### src/rtl/tc_cascade_accumulator.sv
// Upper event accumulator cascaded after a 4-bit counter: counts TC rising edges,
// flags sticky overflow and limit hits, and serves a coherent {upper, Q} snapshot.
module tc_cascade_accumulator #(
    parameter int unsigned WIDTH = 8
) (
    input  logic                 CP,
    input  logic                 SR,
    input  logic                 TC_IN,
    input  logic [3:0]           Q_IN,
    input  logic                 CLR,
    input  logic [WIDTH-1:0]     LIMIT,
    input  logic                 SNAP_REQ,
    input  logic                 SNAP_ACK,
    output logic [WIDTH-1:0]     UPPER,
    output logic                 OVF,
    output logic                 LIMIT_HIT,
    output logic                 SNAP_VALID,
    output logic [WIDTH+3:0]     SNAP_DATA
);

    localparam int unsigned SNAP_W = WIDTH + 4;

    typedef enum logic {
        S_IDLE = 1'b0,
        S_HOLD = 1'b1
    } state_t;

    state_t           state;
    state_t           state_next;
    logic             tc_d;
    logic             inc;
    logic             capture;
    logic [WIDTH-1:0] upper_inc;

    // A TC held high counts once: only its rising edge is an event.
    assign inc       = TC_IN & ~tc_d;
    assign upper_inc = UPPER + WIDTH'(1);

    always_ff @(posedge CP) begin
        if (!SR) begin
            state <= S_IDLE;
        end else begin
            state <= state_next;
        end
    end

    // Snapshot handshake: capture only from IDLE, release on ack; clear forces IDLE.
    always_comb begin
        state_next = state;
        capture    = 1'b0;
        if (CLR) begin
            state_next = S_IDLE;
        end else begin
            case (state)
                S_IDLE: begin
                    if (SNAP_REQ) begin
                        capture    = 1'b1;
                        state_next = S_HOLD;
                    end
                end
                S_HOLD: begin
                    if (SNAP_ACK) begin
                        state_next = S_IDLE;
                    end
                end
                default: state_next = S_IDLE;
            endcase
        end
    end

    always_ff @(posedge CP) begin
        if (!SR) begin
            tc_d       <= 1'b0;
            UPPER      <= '0;
            OVF        <= 1'b0;
            LIMIT_HIT  <= 1'b0;
            SNAP_VALID <= 1'b0;
            SNAP_DATA  <= '0;
        end else begin
            tc_d       <= TC_IN;
            SNAP_VALID <= (state_next == S_HOLD);
            if (CLR) begin
                UPPER     <= '0;
                OVF       <= 1'b0;
                LIMIT_HIT <= 1'b0;
            end else begin
                LIMIT_HIT <= inc && (upper_inc == LIMIT);
                if (inc) begin
                    UPPER <= upper_inc;
                    if (&UPPER) begin
                        OVF <= 1'b1;
                    end
                end
                // Pre-update UPPER pairs coherently with the Q_IN sampled at this edge.
                if (capture) begin
                    SNAP_DATA <= SNAP_W'({UPPER, Q_IN});
                end
            end
        end
    end

endmodule
### config.mk
export PLATFORM = sky130hd
export DESIGN_NAME = tc_cascade_accumulator
export DESIGN_NICKNAME = d
export VERILOG_FILES = /design/src/rtl/tc_cascade_accumulator.sv
export SDC_FILE = /design/constraint.sdc
export NUM_CORES = 1
export LEC_CHECK = 0
export CAP_MARGIN = 30
export CORE_MARGIN = 2
export CORE_UTILIZATION = 29
export CTS_CLUSTER_DIAMETER = 120
export CTS_CLUSTER_SIZE = 30
export DETAILED_ROUTE_END_ITERATION = 10
export SLEW_MARGIN = 0
export SYNTH_ARGS = -nofsm -noshare
export SYNTH_HDL_FRONTEND = slang
export SYNTH_SLANG_ARGS = --single-unit
### constraint.sdc
create_clock -name CP -period 2.15 [get_ports CP]
set_clock_uncertainty 0.15 [all_clocks]
set_input_delay 0.43 -clock CP [delete_from_list [all_inputs] [get_ports CP]]
set_output_delay 0.43 -clock CP [all_outputs]
set_load 0.03 [all_outputs]
==> run summary, run 1 <==
internal reg-to-reg setup slack - 260 ps
total design power - 0.8272 mW
Final WS setup - 69.50 ps
CTS H-tree depth - 1
root buffer cell - clkbuf_8
asr flop ratio synth - 0%
Tot GR Track Use - 13.36%
Final GP Congestion - 0.8479
Post-synth EDFFs - 0
worst slack, placed - 48.19 ps
die area - 0.004444 mm^2
Mapped Nets - 139
post-CTS setup buffers - 0
First-pass DRT Iterations - 4
final wirelength - 2679 um
Peak VDD IR - 0.0002210 V
clk_lat worst skew - 260 ps
mapped cell area - 0.001139 mm^2
xor and xnor area share after synthesis - 10.00%
CP top delay family - buffers and inverters
critical path class - reg -> out
drc violations - 0
main combinational cell family by area after synthesis - simple AND/OR/NAND/NOR gates
largest net degree at the start of global routing - 14
crit start category - register
synth unique cells - 34
Port-buffer cells - 40
Crit path depth - 1
cells along the critical path - clkdlybuf4s50_1
final setup violation count - 0
Slew Limit Fails - 0
synth-to-layout area growth - 46.92%
count leader, synth - dfxtp_1
I/O pin count - 41
ant diodes - 0
HPWL after DPL - 2111 um
post-synth top area share - 42.20%
worst-path maximum fanout - 6
cts hold-fix bufs - 0
Hold Path Stages - 2
simple-gate area share of the yosys netlist - 22.75%
first-pass GRT wire length - 4485 um
Finished Cell Area - 0.001673 mm^2
Leak - 0.5684 nW
Row Count - 22
Max Freq - 480.7 MHz
Die Y - 66.66 um
worst hold path endpoint - OVF$_SDFFE_PP0P_
Placement Cell Area - 0.001632 mm^2
max-cap viol count - 0
vias per cell - 4.652
Hold Crit Class - reg -> reg
synthesis-stage register bit count - 24
DR iter-0 viols - 24
Post-Synth Adder-Cell Area - 1.099%
reg2reg start - UPPER[0]$_SDFFE_PP0P_
largest area contributor in the netlist - dfxtp_1
Worst Max-Slew Pin Slew - 362.1 ps
min cycle time layout - 2081 ps
mux cell area share after synthesis - 11.43%
Area contributors post-synth - dfxtp_1 42%, mux2i_1 11%, xnor2_1 6.9%
vias in the first global route - 963
RSZ-0062 raised after global routing - no
post-cts sizing count - 0
Arr. time, crit path - 1500 ps
R2R cell count - 5
ratio of cells with drive above 1 in the final layout - 8.025%
Main synth FF type - dfxtp_1
CORE AREA - 0.003716 mm^2
Critical-path top delay cell - clkdlybuf4s50_1
Slew HR - 75.63%
warnings from Yosys - 0
Final period util - 96.77%
gr ovfl total - 0
Antenna Nets Post-Route - 0
Clock Sinks - 24
Sum Neg Setup Slack - 0 ps
end of the worst register-to-register path - LIMIT_HIT$_SDFF_PP0_
Avg Cell Area, Syn - 9.488 um^2
clk buf depth - 2
Fin. Hold Viols - 0
CTS tree - built
delay of the slowest cell on the worst path - 740 ps
Setup crit end kind - output port
post-synthesis compound-gate area fraction - 7.912%
worst hold start - OVF$_SDFFE_PP0P_
total CTS buffers - 3
top cells by count, synth - 24 x dfxtp_1, 13 x mux2i_1, 12 x nor2b_1
CP bufs+invs - 1
CTS clk-pin slew, worst paths - 80 ps
Initial Util - 30.64%
critical path required time - 1570 ps
register area share after synthesis - 42.20%
DR vias - 977
pwr/cell area - 494.5 mW/mm^2
Avg WL per Cell - 12.76 um
Die W - 66.66 um
antenna violations before repair - 0
outcome - finished, final reports clean
fin nets - 183
Gate Count Post-Synth - 120
state kept, by name (all words and copies together), names as in the netlist:
register,count
LIMIT_HIT,1
OVF,1
SNAP_DATA,12
SNAP_VALID,1
UPPER,8
tc_d,1
metrics by stage:
stage | cells | util, % | hold WS [ps]
after floorplan | 120 | - | 379.0
after global placement | 207 | 43.91 | 320.0
after detailed placement | 207 | 43.91 | 324.1
after CTS | 210 | 45.02 | 344.9
final | 210 | 45.02 | 340.3
after global routing | 210 | 45.02 | 390.2
where the power goes:
| part | total (mW) | switching (mW) | internal (mW) |
|---|---|---|---|
| Combinational | 0.119 | 0.0505 | 0.0687 |
| Clock | 0.251 | 0.126 | 0.125 |
| Sequential | 0.457 | 0.00573 | 0.451 |
| Total | 0.827 | 0.182 | 0.645 |
final cells by class:
type,count,area [um^2]
fill,374,2043
sequential,24,480.5
inverter,4,15.01
clock buffer,3,41.29
tap,48,60.06
timing repair buffer,47,465.4
multi-input combinational,84,610.6
metal layers:
| layer | track usage, % | part of all wire (%) |
|---|---|---|
| met4 | 5.102 | 1.3 |
| met5 | 0 | 0 |
| met2 | 21.00 | 48 |
| met1 | 18.03 | 46 |
| met3 | 2.534 | 5.3 |
worst max path at each step:
stage	start	to	slack, ps
final	UPPER[0]$_SDFFE_PP0P_	UPPER[0]	70
after global routing	UPPER[0]$_SDFFE_PP0P_	UPPER[0]	6
after CTS	UPPER[0]$_SDFFE_PP0P_	UPPER[0]	50
after detailed placement	TC_IN	LIMIT_HIT$_SDFF_PP0_	50
after global placement	LIMIT[7]	LIMIT_HIT$_SDFF_PP0_	140
after floorplan	UPPER[2]$_SDFFE_PP0P_	LIMIT_HIT$_SDFF_PP0_	260
layout by cell type (no fill, tap or decap), types with 2 or more instances in the layout:
cell / synthesis / routed
clkbuf_8: 0 / 3
dfxtp_1: 24 / 24
a21oi_1: 2 / 2
a211oi_1: 3 / 3
mux2i_1: 13 / 13
clkdlybuf4s50_1: 0 / 40
nand3_1: 2 / 2
nor3_1: 4 / 4
nor4_1: 3 / 3
nand2_1: 2 / 2
nor2_1: 10 / 10
xnor2_1: 9 / 9
xor2_1: 4 / 4
inv_1: 4 / 4
o21ai_0: 2 / 2
buf_4: 1 / 6
nor2b_1: 12 / 12
nand2b_1: 2 / 2
cells by family after synthesis:
group / count (synthesis)
buf+inv: 12
simple gates: 44
compound gates: 13
fa+ha+maj: 1
flops: 24
xor+xnor: 13
mux: 13
No activity file was read; power rests on OpenSTA's default activity.
==> run 2, diff against run 1 <==
==> constraint.sdc (replaced) <==
create_clock -name CP -period 2.15 [get_ports CP]
set_clock_uncertainty 0.15 [all_clocks]
set_input_delay 0.3225 -clock CP [delete_from_list [all_inputs] [get_ports CP]]
set_output_delay 0.3225 -clock CP [all_outputs]
set_load 0.03 [all_outputs]
==> run 2 against run 1 <==
Effect of this change:
- maximum frequency rose by 3.1%
- final area rose by 1.0%
- register-to-register slack lost 30 ps
- clock-buffer cell count did not move
- clock power up 57%
- flip-flop and latch count stayed put
- highest routed layer unchanged
- via count rose by 1.2%
- largest power group unchanged
- critical path depth up 1
- core utilization up 0.47 points
- wire length rose by 1.8%
- sequential power about the same
==> run summary, run 2 (synthesis results as in run 1) <==
largest register by flop count - SNAP_DATA
crit start category - register
first-pass GRT wire length - 4560 um
critical path class - reg -> out
Avg WL per Cell - 12.92 um
I/O pin count - 41
clk buf depth - 2
Hold Crit Class - reg -> reg
Largest regs - SNAP_DATA (12), UPPER (8)
outcome - finished, final reports clean
DR iter-0 viols - 41
commonest non-fill, non-tap cell in the layout - clkdlybuf4s50_1
post-cts sizing count - 0
Peak VDD IR - 0.0002119 V
cts hold-fix bufs - 0
Die Y - 66.66 um
Clock Sinks - 24
Slew Limit Fails - 0
Leak - 0.5789 nW
fin nets - 183
pwr/cell area - 573.7 mW/mm^2
Port-buffer cells - 40
post-CTS setup buffers - 0
CORE AREA - 0.003716 mm^2
total CTS buffers - 3
DR vias - 989
CTS clk-pin slew, worst paths - 90 ps
die area - 0.004444 mm^2
number of flip-flops under the largest register name - 12
vias in the first global route - 963
Hold WS - 356.8 ps
clk_lat worst skew - 270 ps
critical path required time - 1680 ps
final setup violation count - 0
RSZ-0062 raised after global routing - no
min cycle time layout - 2019 ps
Tot GR Track Use - 13.58%
final wirelength - 2727 um
Final GP Congestion - 0.8376
root buffer cell - clkbuf_8
Final period util - 93.89%
ratio of cells with drive above 1 in the final layout - 8.589%
max-cap viol count - 0
Worst Max-Slew Pin Slew - 362.2 ps
synth-to-layout area growth - 48.46%
First-pass DRT Iterations - 4
Setup crit end kind - output port
worst-path maximum fanout - 4
Sum Neg Setup Slack - 0 ps
Fin. Hold Viols - 0
total design power - 0.9698 mW
CTS H-tree depth - 1
Layout fillers - 344
Arr. time, crit path - 1550 ps
vias per cell - 4.687
HPWL after DPL - 2115 um
Finished Cell Area - 0.001690 mm^2
delay of the slowest cell on the worst path - 670 ps
ant diodes - 0
Initial Util - 30.64%
Antenna Nets Post-Route - 0
cells along the critical path - buf_4, clkdlybuf4s50_1
Die W - 66.66 um
Placement Cell Area - 0.001619 mm^2
Critical-path top delay cell - clkdlybuf4s50_1
Max Freq - 495.4 MHz
CTS tree - built
gr ovfl total - 0
drc violations - 0
Row Count - 22
most frequent cells in the layout - 40 x clkdlybuf4s50_1, 24 x dfxtp_1, 13 x mux2i_1
largest net degree at the start of global routing - 15
antenna violations before repair - 0
Slew HR - 75.63%
[run 2: report_power, final]
group          total, mW  switching [mW]  internal (mW)
logic              0.118          0.0512         0.0672
clock network      0.395           0.146          0.249
registers          0.456         0.00525          0.451
total              0.970           0.203          0.767
[run 2: final timing paths]
kind                         start                    to  slack [ps]  depth (start not counted)
max reg2reg  UPPER[1]$_SDFFE_PP0P_  LIMIT_HIT$_SDFF_PP0_         230                          5
min               OVF$_SDFFE_PP0P_      OVF$_SDFFE_PP0P_         360                          2
min reg2reg       OVF$_SDFFE_PP0P_      OVF$_SDFFE_PP0P_         360                          2
max          UPPER[0]$_SDFFE_PP0P_              UPPER[0]         130                          2
[run 2: area by class of cell]
cell class	instances	area [um^2]	area share, %
clock buffer	3	41.29	2.443
clock inverter	1	30.03	1.776
inverter	4	15.01	0.8882
multi-input combinational	84	610.6	36.12
sequential	24	480.5	28.42
tap	48	60.06	3.553
timing repair buffer	47	452.9	26.79
[run 2: worst max-delay path, delay by kind of cell, from the launching register on]
kind | cells | cell delay [ps]
flip-flops | 1 | 450
buffers and inverters | 2 | 840
[run 2: stage by stage]
step | utilization (%) | cells | setup slack (ps)
2_1_floorplan | - | 120 | 260.0
3_3_place_gp | 43.57 | 207 | 246.6
3_5_place_dp | 43.57 | 207 | 216.7
4_1_cts | 45.49 | 211 | 114.3
5_1_grt | 45.49 | 211 | 61.12
6_report | 45.49 | 211 | 131.4
[run 2: layer usage]
layer  GRT usage (%)  part of all wire, %  wire [um]
met1           18.95                   48       1307
met4           5.357                  1.2         34
met2           20.38                   46       1261
met3           2.703                  4.6        125
met5               0                    0          0
==> run 3, diff against run 2 <==
Settings changed: CTS_CLUSTER_SIZE 30 to not set.
==> results of run 3 <==
Final layout, timing and power as in run 2 (identical DEF).
